$ cat src/rtl/axi_lite_regfile.sv
// axi_lite_regfile: parametrised AXI4-Lite slave register file with read-only slots, error responses and write pulses
module axi_lite_regfile #(
  parameter int ADDR_WIDTH = 32,
  parameter int DATA_WIDTH = 32,
  parameter int NUM_REGS = 16,
  parameter logic [ADDR_WIDTH-1:0] BASE_ADDR = '0,
  parameter logic [NUM_REGS-1:0] RO_MASK = '0,
  parameter logic [DATA_WIDTH-1:0] RESET_VALUE = '0
) (
  input  logic                           clk,
  input  logic                           rst_n,
  input  logic [ADDR_WIDTH-1:0]          AWADDR,
  input  logic                           AWVALID,
  output logic                           AWREADY,
  input  logic [DATA_WIDTH-1:0]          WDATA,
  input  logic [DATA_WIDTH/8-1:0]        WSTRB,
  input  logic                           WVALID,
  output logic                           WREADY,
  output logic [1:0]                     BRESP,
  output logic                           BVALID,
  input  logic                           BREADY,
  input  logic [ADDR_WIDTH-1:0]          ARADDR,
  input  logic                           ARVALID,
  output logic                           ARREADY,
  output logic [DATA_WIDTH-1:0]          RDATA,
  output logic [1:0]                     RRESP,
  output logic                           RVALID,
  input  logic                           RREADY,
  output logic [NUM_REGS*DATA_WIDTH-1:0] reg_out,
  input  logic [NUM_REGS*DATA_WIDTH-1:0] ro_in,
  output logic [NUM_REGS-1:0]            wr_pulse
);
  localparam int STRB_W = DATA_WIDTH / 8;
  localparam int AL = $clog2(STRB_W);
  localparam int IW = NUM_REGS > 1 ? $clog2(NUM_REGS) : 1;
  logic aw_held_q, aw_held_d, w_held_q, w_held_d, bvalid_q, bvalid_d, rvalid_q, rvalid_d;
  logic [ADDR_WIDTH-1:0] aw_addr_q, aw_addr_d;
  logic [DATA_WIDTH-1:0] w_data_q, w_data_d, rdata_q, rdata_d;
  logic [STRB_W-1:0] w_strb_q, w_strb_d;
  logic [1:0] bresp_q, bresp_d, rresp_q, rresp_d;
  logic [NUM_REGS-1:0] wr_pulse_q, wr_pulse_d;
  logic [DATA_WIDTH-1:0] regs_q [NUM_REGS];
  logic [DATA_WIDTH-1:0] regs_d [NUM_REGS];
  logic [DATA_WIDTH-1:0] ro_arr [NUM_REGS];
  logic commit, ar_hs, w_hit, r_hit, w_ro, r_ro;
  logic [IW-1:0] w_idx, r_idx;

  function automatic logic hit(input logic [ADDR_WIDTH-1:0] a);
    return a >= BASE_ADDR && ((a - BASE_ADDR) >> AL) < ADDR_WIDTH'(NUM_REGS);
  endfunction

  function automatic logic [IW-1:0] idx_of(input logic [ADDR_WIDTH-1:0] a);
    return IW'((a - BASE_ADDR) >> AL);
  endfunction

  for (genvar i = 0; i < NUM_REGS; i++) begin : g_slot
    assign reg_out[i*DATA_WIDTH +: DATA_WIDTH] = regs_q[i];
    assign ro_arr[i] = ro_in[i*DATA_WIDTH +: DATA_WIDTH];
  end

  assign AWREADY = !aw_held_q;
  assign WREADY = !w_held_q;
  assign ARREADY = !rvalid_q;
  assign BVALID = bvalid_q;
  assign BRESP = bresp_q;
  assign RVALID = rvalid_q;
  assign RDATA = rdata_q;
  assign RRESP = rresp_q;
  assign wr_pulse = wr_pulse_q;

  always_comb begin
    w_idx = idx_of(aw_addr_q);
    r_idx = idx_of(ARADDR);
    w_hit = hit(aw_addr_q);
    r_hit = hit(ARADDR);
    w_ro = RO_MASK[w_idx];
    r_ro = RO_MASK[r_idx];
    commit = aw_held_q && w_held_q && (!bvalid_q || BREADY);
    ar_hs = ARVALID && !rvalid_q;
    aw_held_d = aw_held_q ? !commit : AWVALID;
    w_held_d = w_held_q ? !commit : WVALID;
    aw_addr_d = (AWVALID && !aw_held_q) ? AWADDR : aw_addr_q;
    w_data_d = (WVALID && !w_held_q) ? WDATA : w_data_q;
    w_strb_d = (WVALID && !w_held_q) ? WSTRB : w_strb_q;
    bvalid_d = commit || (bvalid_q && !BREADY);
    bresp_d = !commit ? bresp_q : !w_hit ? 2'b11 : w_ro ? 2'b10 : 2'b00;
    regs_d = regs_q;
    wr_pulse_d = '0;
    if (commit && w_hit && !w_ro) begin
      wr_pulse_d[w_idx] = 1'b1;
      for (int b = 0; b < STRB_W; b++)
        regs_d[w_idx][b*8 +: 8] = w_strb_q[b] ? w_data_q[b*8 +: 8] : regs_q[w_idx][b*8 +: 8];
    end
    rvalid_d = ar_hs || (rvalid_q && !RREADY);
    rdata_d = !ar_hs ? rdata_q : !r_hit ? '0 : r_ro ? ro_arr[r_idx] : regs_q[r_idx];
    rresp_d = !ar_hs ? rresp_q : r_hit ? 2'b00 : 2'b11;
  end

  always_ff @(posedge clk) begin
    if (!rst_n) begin
      aw_held_q <= 1'b0;
      w_held_q <= 1'b0;
      aw_addr_q <= '0;
      w_data_q <= '0;
      w_strb_q <= '0;
      bvalid_q <= 1'b0;
      bresp_q <= 2'b00;
      rvalid_q <= 1'b0;
      rdata_q <= '0;
      rresp_q <= 2'b00;
      wr_pulse_q <= '0;
      for (int i = 0; i < NUM_REGS; i++) regs_q[i] <= RO_MASK[i] ? '0 : RESET_VALUE;
    end else begin
      aw_held_q <= aw_held_d;
      w_held_q <= w_held_d;
      aw_addr_q <= aw_addr_d;
      w_data_q <= w_data_d;
      w_strb_q <= w_strb_d;
      bvalid_q <= bvalid_d;
      bresp_q <= bresp_d;
      rvalid_q <= rvalid_d;
      rdata_q <= rdata_d;
      rresp_q <= rresp_d;
      wr_pulse_q <= wr_pulse_d;
      regs_q <= regs_d;
    end
  end
endmodule

$ cat config.mk
export PLATFORM = sky130hd
export DESIGN_NAME = axi_lite_regfile
export DESIGN_NICKNAME = d
export VERILOG_FILES = /design/src/rtl/axi_lite_regfile.sv
export SDC_FILE = /design/constraint.sdc
export NUM_CORES = 1
export LEC_CHECK = 0
export BUFFER_PORTS_ARGS = -buffer_cell sky130_fd_sc_hd__buf_2
export CAP_MARGIN = 10
export CORE_AREA = 5 5 454 456
export CTS_BUF_LIST = sky130_fd_sc_hd__clkbuf_2
export CTS_CLUSTER_DIAMETER = 200
export DETAILED_ROUTE_END_ITERATION = 8
export DIE_AREA = 0 0 459 461
export PLACE_DENSITY = 0.39
export SYNTH_ARGS = -nofsm -noshare
export SYNTH_HDL_FRONTEND = slang
export SYNTH_SLANG_ARGS = --single-unit
$ cat constraint.sdc
create_clock -name clk -period 2.6 [get_ports clk]
set_input_delay 0 -clock clk [delete_from_list [all_inputs] [get_ports clk]]
set_output_delay 0 -clock clk [all_outputs]
set_load 0.02 [all_outputs]
# Word-level counts from Yosys, hierarchy flattened

Memory sizes are Yosys's and may differ from the RTL's. A register that Yosys moved wholly into a read port is not among the register bits.
Cells that the tools add are included.

Bits in registers: 636
Memories kept: 2
Bits in read-only memories: 32
Bits of input ports: 619

Magnitude comparators: 10
Reduce and logical (&&, ||, !) cells: 25
Multiplexer cells: 38
Bitwise operators: 2

Memory list:

| name            | depth | bits a word | rd ports | clocked after Yosys merged registers in | wr ports | line | text |
|---|---|---|---|---|---|---|---|
| (no name shown) | 16    | 1           | 1        | 0                                       | 0        | 77   | `r_ro = RO_MASK[r_idx];` |
| (no name shown) | 16    | 1           | 1        | 1                                       | 0        | 76   | `w_ro = RO_MASK[w_idx];` |

Operator list:

| cell                | count |
|---|---|
| $bwmux 512          | 4 |
| $demux 32 s4        | 4 |
| $bmux 32 s4         | 3 |
| $mux 32             | 9 |
| $ge 32x1->1 const B | 2 |
| $lt 30x5->1 const B | 2 |
| $mux 8              | 5 |
| $mux 24             | 1 |
| $mux 16             | 1 |
| $logic_and 1x1->1   | 13 |
| $ge 5x5->1 const B  | 2 |
| $lt 4x5->1 const B  | 2 |
| $not 4->5           | 2 |
| $logic_not 1->1     | 8 |
| $mux 4              | 2 |
| $mux 2              | 3 |
| $lt 5x1->1 const B  | 1 |
| $mux 1              | 5 |
| $demux 1 s4         | 1 |
| $ge 4x1->1 const B  | 1 |
| $logic_or 1x1->1    | 3 |
| $reduce_and 2->1    | 1 |

# Logic depth before layout (Yosys ltp)

Gate-level depths: netlist of run 1.

Depth after elaboration: 9
Mapped depth: 11

# Least setup slack after synthesis of run 1

OpenSTA, ideal clock, no wires.

Path kind: register -> register
Start point: register aw_addr_q[3]
End point: register regs_q, in the netlist reg_out[461]
Clock period less this slack: 2.419 ns
Arrival: 2.287 ns
Path slack: 0.181 ns
Path buffers: 4
Stages on the path, launching flop included: 10
Cell sequence: dfxtp_1 buf_2 buf_2 clkbuf_1 mux2_2 a221oi_1 nand3_1 o211ai_1 clkbuf_1 o21ai_0

Longest elaborated chain between the ends: 8
Elaborated cells on any way between the ends: 22
Classes of those cells: order compare (4); mux (13); bitwise (1); reduce/logical (4)

RTL lines:

| item                                                                      | line | text |
|---|---|---|
| from (decl)                                                               | 37   | `logic [ADDR_WIDTH-1:0] aw_addr_q, aw_addr_d;` |
| from (signal assigned)                                                    | 116  | `aw_addr_q <= aw_addr_d;` |
| $not 4->5                                                                 | 92   | `regs_d[w_idx][b*8 +: 8] = w_strb_q[b] ? w_data_q[b*8 +: 8] : regs_q[w_idx][b*8 +: 8];` |
| $ge 5x5->1 (implied by the code) (tied with other cells)                  | 92   |  |
| $logic_and 1x1->1 (implied by the code) / $mux 32 (equally long branches) | --   |  |
| $mux 16 / $mux 32 (equally long branches)                                 | --   |  |
| $demux 32 s4 / $mux 8 (equally long branches)                             | 92   |  |
| $bwmux 512 (3 in series)                                                  | 92   |  |
| to (signal assigned)                                                      | 125  | `regs_q <= regs_d;` |
| to (decl)                                                                 | 42   | `logic [DATA_WIDTH-1:0] regs_q [NUM_REGS];` |

Several ways; a longest one is shown, not always the timed one. The select of a mux whose other input is x is not followed.
A chain may end at the register's enable or synchronous reset.

# Worst setup path after layout of run 1

Start point: input port ARADDR[20]
End point: register rdata_q[4] (netlist: RDATA[4])

Longest elaborated chain between the ends: 3
Elaborated cells on any way between the ends: 4
Classes of those cells: order compare (2); mux (1); reduce/logical (1)

RTL lines:

| item                                              | line | text |
|---|---|---|
| from (decl)                                       | 22   | `input logic [ADDR_WIDTH-1:0] ARADDR,` |
| $ge 32x1->1 / $lt 30x5->1 (equally long branches) | 49   | `return a >= BASE_ADDR && ((a - BASE_ADDR) >> AL) < ADDR_WIDTH'(NUM_REGS);` |
| $logic_and 1x1->1 (*)                             | 49   |  |
| $mux 32 (*)                                       | 95   | `rdata_d = !ar_hs ? rdata_q : !r_hit ? '0 : r_ro ? ro_arr[r_idx] : regs_q[r_idx];` |
| to (signal assigned)                              | 122  | `rdata_q <= rdata_d;` |
| to (decl)                                         | 38   | `logic [DATA_WIDTH-1:0] w_data_q, w_data_d, rdata_q, rdata_d;` |

Mark *: on every way between the ends. The rest lies on a longest branch, timed or not.

==> results of run 1 <==
## worst min-delay path by stage
stage | from | end | slack [ns]
2_1_floorplan | RREADY | RVALID$_SDFF_PN0_ | 0.1
3_3_place_gp | RREADY | RVALID$_SDFF_PN0_ | 0.19
3_5_place_dp | RREADY | RVALID$_SDFF_PN0_ | 0.20
4_1_cts | WDATA[29] | w_data_q[29]$_SDFFE_PN0P_ | 0.005
5_1_grt | WDATA[14] | w_data_q[14]$_SDFFE_PN0P_ | 0.04
6_report | WDATA[16] | w_data_q[16]$_SDFFE_PN0P_ | 0.33
## cell usage after synthesis (17+ instances only)
| cell | count | share of area, % |
|---|---|---|
| o221ai_1 | 17 | 0.51 |
| o21ai_0 | 256 | 4.4 |
| buf_2 | 55 | 0.95 |
| o22ai_1 | 78 | 1.7 |
| buf_4 | 21 | 0.54 |
| mux2_2 | 112 | 4.4 |
| a221oi_1 | 38 | 1.2 |
| nor2_1 | 60 | 0.78 |
| nand3_1 | 531 | 9.2 |
| nand4_1 | 21 | 0.45 |
| mux2i_1 | 158 | 5.5 |
| o21ai_1 | 308 | 5.3 |
| clkbuf_1 | 192 | 2.5 |
| a22oi_1 | 39 | 1.0 |
| nand2_1 | 151 | 2.0 |
| buf_1 | 56 | 0.73 |
| dfxtp_1 | 632 | 44 |
| or3_1 | 19 | 0.41 |
| a21oi_1 | 69 | 1.2 |
| mux4_2 | 140 | 11 |
## area by class of cell
type	count	area share [%]
antenna	16	0.0881
clock buffer	270	2.97
clock inverter	60	0.826
inverter	10	0.0881
multi-input combinational	2076	33.6
sequential	632	29.1
tap	2672	7.36
timing repair buffer	1395	26.0
## tightest hold or removal path: stages
cell           delay, ns
dlygate4sd3_1       0.53
buf_2               0.13
dlygate4sd3_1       0.60
nand2_1             0.07
dlygate4sd3_1       0.54
a21oi_1             0.06
## metrics by stage
step | utilization (%) | hold slack [ns] | TNS, ns | instance area, sq um
global route | 22.6 | 0.0406 | -2.04 | 45400
floorplan | - | 0.0990 | 0 | 28900
detailed placement | 18.4 | 0.198 | -3.63 | 37000
finish | 22.6 | 0.331 | -1.78 | 45400
global placement | 18.4 | 0.188 | -3.58 | 37000
CTS | 22.2 | 0.00458 | -0.521 | 44600
## where the power goes
| group | switching [mW] | internal [mW] | total [mW] |
|---|---|---|---|
| sequential | 0.0704 | 9.64 | 9.72 |
| combinational | 1.44 | 1.06 | 2.50 |
| clock | 5.12 | 3.11 | 8.23 |
| total | 6.63 | 13.8 | 20.4 |
## state kept, by name, indices dropped and copies added, names as in the netlist
name       cells
w_strb_q       4
RDATA         32
w_held_q       1
wr_pulse      16
RRESP          1
reg_out      512
BVALID         1
aw_held_q      1
aw_addr_q     30
w_data_q      32
RVALID         1
BRESP          1
## kinds of logic (layout without fill, tap and decap cells)
family,count (synthesis),count (layout)
and+or+nand+nor,837,837
DFF,632,632
other,0,16
buffers and inverters,340,1735
AOI/OAI and AO/OA,829,829
muxes,410,410
## repair_timing
action | CTS | global route
setup endpoints to repair | 597 | 288
pin swaps | 5 | 15
hold endpoints to repair | 632 | 1
hold buffers | 341 | 3
gates cloned | 2 | 12
buffers inserted | 97 | 28
resized for setup | 713 | 115
## per-layer routing
layer / GRT usage [%] / wire (um)
met1: 23.0 / 87100
met2: 30.8 / 98500
met3: 4.40 / 14300
met4: 8.53 / 10400
met5: 0 / 27
==> metrics.cfg, run 1 <==
[run_status]
status=finished, violations left
violations=negative setup slack

[synthesis]
syn_nets=3667
yosysSeqAreaShare_pct=43.7
synth_cell_type_count=50
synth-edff-count=0
ys_warn_count=0
yosys.area_share.xor_xnor_pct=0
yosys_most_used_dff=dfxtp_1
synth-compound-area-share_pct=16.0
synth_top_family_by_area=multiplexers
yosys_register_bits=632
synth.mux.area_fraction_pct=20.7
synth_area_sq_mm=0.0289
syn_inst=3048
synthArstFlopShare_pct=0
yosys.area_share.simple_pct=14.5
synthAdderAreaFrac_pct=0
syn_avg_cell_area_sq_um=9.49

[routing]
drt_iter0_drc=2782
vias_per_cell=4.52
drt.antenna.violating_nets=0
drc=0
drt_first_pass_iters=6
wl_per_cell_um=29.5
num_vias=32300
routed_wirelength_mm=210

[layout]
seq_area_sq_mm=0.0132
fillerInstances=22100
syn2layout_area_growth_pct=57.0
finalNonFillerCells=7131
drive_gt1_share_pct=44.5
final_common_cell=nand3_1
multi_input_area_sq_mm=0.0153
most-common-layout-cells=nand3_1, buf_4, buf_2
fin_nets=4923

[worst_setup_path]
arrival_ns=4.26
worstPathRequired_ns=4.12
crit_slowest_cell=or4_2
rrSetupSlack_ns=0.02
cp_top_family=buffers and inverters
r2r-start=aw_addr_q[8]$_SDFFE_PN0P_
path_max_fanout=17
crit_top_cell=dlygate4sd3_1
startpoint=ARADDR[20]
critPathKind=input port to flip-flop
worstRegToRegCells=7
worstPathCellList=dlygate4sd3_1, buf_2, dlygate4sd3_1, nor4_1, dlygate4sd3_1, dlygate4sd3_1, nand4_1, or4_2, buf_4, o21ai_0
critPathCapture=RDATA[4]$_SDFFE_PN0P_
path_buf_inv=6
cpPeakStageDelay_ns=0.70
r2r-end=reg_out[421]$_SDFFE_PN0P_
crit_path_end_kind=flip-flop
worstSetupStartpointType=input port
crit_cells=10

[hold_path]
whs_path_depth=6
holdCritPathClass=input port to flip-flop

[sta]
finalMaxSlewViolations=0
period_needed_ns=2.73
worst_pin_slew_ns=1.18
hold_violations=0
fin_crit_sh_pct=105
fmax_mhz=366
fin_ws_ns=-0.135
relSlewSlack_pct=21.3
grt_setup_unrepaired=true
setup_violations=35
fin_skew_ns=0.173

[clock_tree]
numClockSinks=632
h-tree-depth=4
cts_made_buffers=189
cts-root-buf=clkbuf_2
clkTransAtPathRegs_ns=0.11
clk_path_buf_depth=3
clk_latency_ns=1.77
cts_tree=done

[job]
drv_cap=0

[place]
dp.final_hpwl_mm=143
port_buffers=671
post-place-ws_ns=-0.151
place_inst=6306
gp_congestion=0.811

[floorplanning]
die-area_sq_mm=0.212
die_x_um=459
rows=165
coreArea_sq_mm=0.201
die_h_um=461
io_pins=1188
initial_core_util_pct=14.4

[power_and_ir_drop]
power_density_mw_per_mm2=450
power.leakage_nw=17.7
peakVddDrop_mv=0.334
finalPower_mw=20.4

[global_route]
grt_start_max_net_pins=135
grt_pass1_vias=31800
grt_overflow=0
grt_pass1_wl_mm=274
antenna_found_initial=29
grt.total_usage_pct=18.6

Note: power is estimated with default switching activity, not from simulation.
==> run 2, diff against run 1 <==
--- a/config.mk
+++ b/config.mk
@@ -12,7 +12,7 @@
 export CTS_CLUSTER_DIAMETER = 200
 export DETAILED_ROUTE_END_ITERATION = 8
 export DIE_AREA = 0 0 459 461
-export PLACE_DENSITY = 0.39
+export PLACE_DENSITY = 0.33
 export SYNTH_ARGS = -nofsm -noshare
 export SYNTH_HDL_FRONTEND = slang
 export SYNTH_SLANG_ARGS = --single-unit
==> constraint.sdc (replaced) <==
create_clock -name clk -period 2.6 [get_ports clk]
set_input_delay 0 -clock clk [delete_from_list [all_inputs] [get_ports clk]]
set_output_delay 0 -clock clk [all_outputs]
set_load 0.01 [all_outputs]
==> run 2 against run 1 <==
  * The flow still finishes with violations (negative setup slack)
  * Via count shrank 1.1%
  * Sequential share of layout area rose by 0.84 points
  * Global-route usage is 0.46 points higher
  * Count of clock-buffer cells in the layout down 1
  * Power shrank 0.97%
  * Largest cell class unchanged
==> metrics.cfg, run 2 (synthesis results as in run 1) <==
[global_route]
met3_usage_pct=5.00  ; was 4.40%
grt.total_usage_pct=19.1  ; was 18.6%
met1_usage_pct=24.0  ; was 23.0%
antenna_found_initial=23  ; was 29
grt_pass1_vias=31500  ; was 31,800
grt_pass1_wl_mm=279  ; was 274 mm
grt.busiest_layer=met2  ; unchanged
grt_start_max_net_pins=144  ; was 135
met2_usage_pct=31.0  ; was 30.8%
grt_overflow=0  ; unchanged

[routing]
wl_per_cell_um=30.0  ; was 29.5 um
vias_per_cell=4.50  ; was 4.52
drc=0  ; unchanged
drt.antenna.violating_nets=0  ; unchanged
routed_wirelength_mm=212  ; was 210 mm
drt_iter0_drc=2923  ; was 2,782
drt_first_pass_iters=5  ; was 6
num_vias=31900  ; was 32,300

[worst_setup_path]
arrival_ns=4.17  ; was 4.26 ns
worstPathCellList=dlygate4sd3_1, buf_2, dlygate4sd3_1, nor4_1, dlygate4sd3_1, nand3_1, dlygate4sd3_1, dlygate4sd3_1, or4_4, buf_6, o21ai_0  ; was dlygate4sd3_1, buf_2, dlygate4sd3_1, nor4_1, dlygate4sd3_1, dlygate4sd3_1, nand4_1, or4_2, buf_4, o21ai_0
cpPeakStageDelay_ns=0.61  ; was 0.70 ns
crit_slowest_cell=dlygate4sd3_1  ; was or4_2
critPathKind=input port to flip-flop  ; unchanged
cp_top_family=buffers and inverters  ; unchanged
crit_path_end_kind=flip-flop  ; unchanged
worstSetupStartpointType=input port  ; unchanged
path_max_fanout=17  ; unchanged
crit_top_cell=dlygate4sd3_1  ; unchanged
path_buf_inv=7  ; was 6
worstPathRequired_ns=4.10  ; was 4.12 ns

[place]
dp.final_hpwl_mm=147  ; was 143 mm
gp_congestion=0.811  ; about the same
place_area_sq_mm=0.0371  ; was 0.0370 sq mm
port_buffers=671  ; unchanged

[clock_tree]
clk_latency_ns=1.67  ; was 1.77 ns
cts_made_buffers=193  ; was 189
h-tree-depth=4  ; unchanged
clk_path_buf_depth=3  ; unchanged
cts_tree=done  ; unchanged
cts-root-buf=clkbuf_2  ; unchanged
clkTransAtPathRegs_ns=0.10  ; was 0.11 ns
numClockSinks=632  ; unchanged

[sta]
fmax_mhz=374  ; was 366 MHz
finalMaxSlewViolations=0  ; unchanged
period_needed_ns=2.67  ; was 2.73 ns
fin_crit_sh_pct=103  ; was 105%
fin_ws_ns=-0.0746  ; was -0.135 ns
tns_ns=-1.08  ; was -1.78 ns
setup_violations=26  ; was 35
relSlewSlack_pct=26.5  ; was 21.3%
grt_setup_unrepaired=true  ; unchanged
worst_pin_slew_ns=1.10  ; was 1.18 ns
hold_violations=0  ; unchanged
fin_skew_ns=0.136  ; was 0.173 ns
hold_slack_ns=0.292  ; was 0.331 ns

[floorplanning]
io_pins=1188  ; unchanged
rows=165  ; unchanged
die_h_um=461  ; unchanged
coreArea_sq_mm=0.201  ; unchanged
initial_core_util_pct=14.4  ; unchanged
die-area_sq_mm=0.212  ; unchanged
die_x_um=459  ; unchanged

[hold_path]
holdCritPathClass=input port to flip-flop  ; unchanged

[power_and_ir_drop]
p_switching_mw=6.60  ; was 6.63 mW
finalPower_mw=20.2  ; was 20.4 mW
peakVddDrop_mv=0.310  ; was 0.334 mV
switching_share_pct=32.6  ; was 32.4%
power_density_mw_per_mm2=457  ; was 450 mW/mm^2
power.leakage_nw=17.4  ; was 17.7 nW
seqPwrFrac_pct=48.0  ; was 47.5%
cell_internal_pwr_mw=13.6  ; was 13.8 mW
p_comb_share_pct=12.0  ; was 12.2%
pwr-share-clk_pct=40.0  ; was 40.3%

[layout]
fin_nets=4887  ; was 4,923
fillerInstances=22100  ; about the same
largest_reg_flops=512  ; unchanged
syn2layout_area_growth_pct=53.2  ; was 57.0%
final_area_sq_mm=0.0443  ; was 0.0454 sq mm
final_common_cell=nand3_1  ; unchanged
drive_gt1_share_pct=44.4  ; was 44.5%
most-common-layout-cells=nand3_1, buf_2, buf_4  ; was nand3_1, buf_4, buf_2
final_util_pct=22.0  ; was 22.6%

[run_status]
status=finished, violations left  ; unchanged
violations=negative setup slack  ; unchanged

[job]
drv_cap=0  ; unchanged

## run 2: cell count changes in the layout (fill, tap and decap cells not counted), sizes merged, moves of 2 or more
cell    delta
buf       -35
clkbuf     -5
clkinv     -3
diode      -2
## run 2: final timing paths
kind / startpoint / endpoint / slack [ns] / cells past startpoint
worst max-delay path: ARADDR[6] / RDATA[4]$_SDFFE_PN0P_ / -0.07 / 11
worst min-delay path: ARADDR[19] / RDATA[23]$_SDFFE_PN0P_ / 0.29 / 8
worst max register to register: aw_addr_q[4]$_SDFFE_PN0P_ / reg_out[77]$_SDFFE_PN0P_ / 0.04 / 8
worst min register to register: w_data_q[18]$_SDFFE_PN0P_ / w_data_q[18]$_SDFFE_PN0P_ / 0.46 / 2
## run 2: layout make-up
class,count,area [sq um],share of cell area [%]
multi-input cells,2076,15000,33.8
flip-flops and latches,632,13300,30.0
repair buffers,1355,10900,24.7
well taps,2672,3340,7.54
clock buffers,269,1350,3.04
clock inverters,56,335,0.757
inverters,10,42.5,0.0960
diodes,14,35.0,0.0790
## run 2: metal layers
metal / vias up / wire length [um]
li1: 14000 / -
met1: 16100 / 89100
met2: 1491 / 98100
met3: 332 / 16300
met4: 2 / 8770
met5: - / 13
## run 2: worst reg2reg max path, delay by kind of cell, from the launching register on
kind | cells | cell delay [ns]
buf+inv | 3 | 0.64
compound gates | 1 | 0.07
simple gates | 4 | 1.21
flops | 1 | 0.45
## run 2: power by group through the flow
| stage | clock network, mW | registers, mW | logic (mW) |
|---|---|---|---|
| after detailed placement | 0 | 10.0 | 1.97 |
| final | 8.09 | 9.72 | 2.43 |
| after global routing | 8.98 | 9.74 | 2.56 |
| after global placement | 0 | 10.0 | 1.97 |
| after floorplan | 0 | 10.0 | 0.956 |
| after CTS | 8.53 | 9.72 | 2.42 |
## run 2: stage by stage
step                      std cells  worst slack (ns)
after floorplan                3048             0.181
after global placement         6314           -0.0731
after detailed placement       6314            -0.102
after CTS                      7063           -0.0246
after global routing           7077           -0.0237
final                          7084           -0.0746
## run 2: what timing repair did
item                                    CTS  global route
pin swaps                                 2             8
endpoints found under the setup margin  561            95
hold endpoints to repair                632             3
resized for setup                       592            18
cloned                                    0             3
setup buffers                            81             5
hold buffers                            344             1
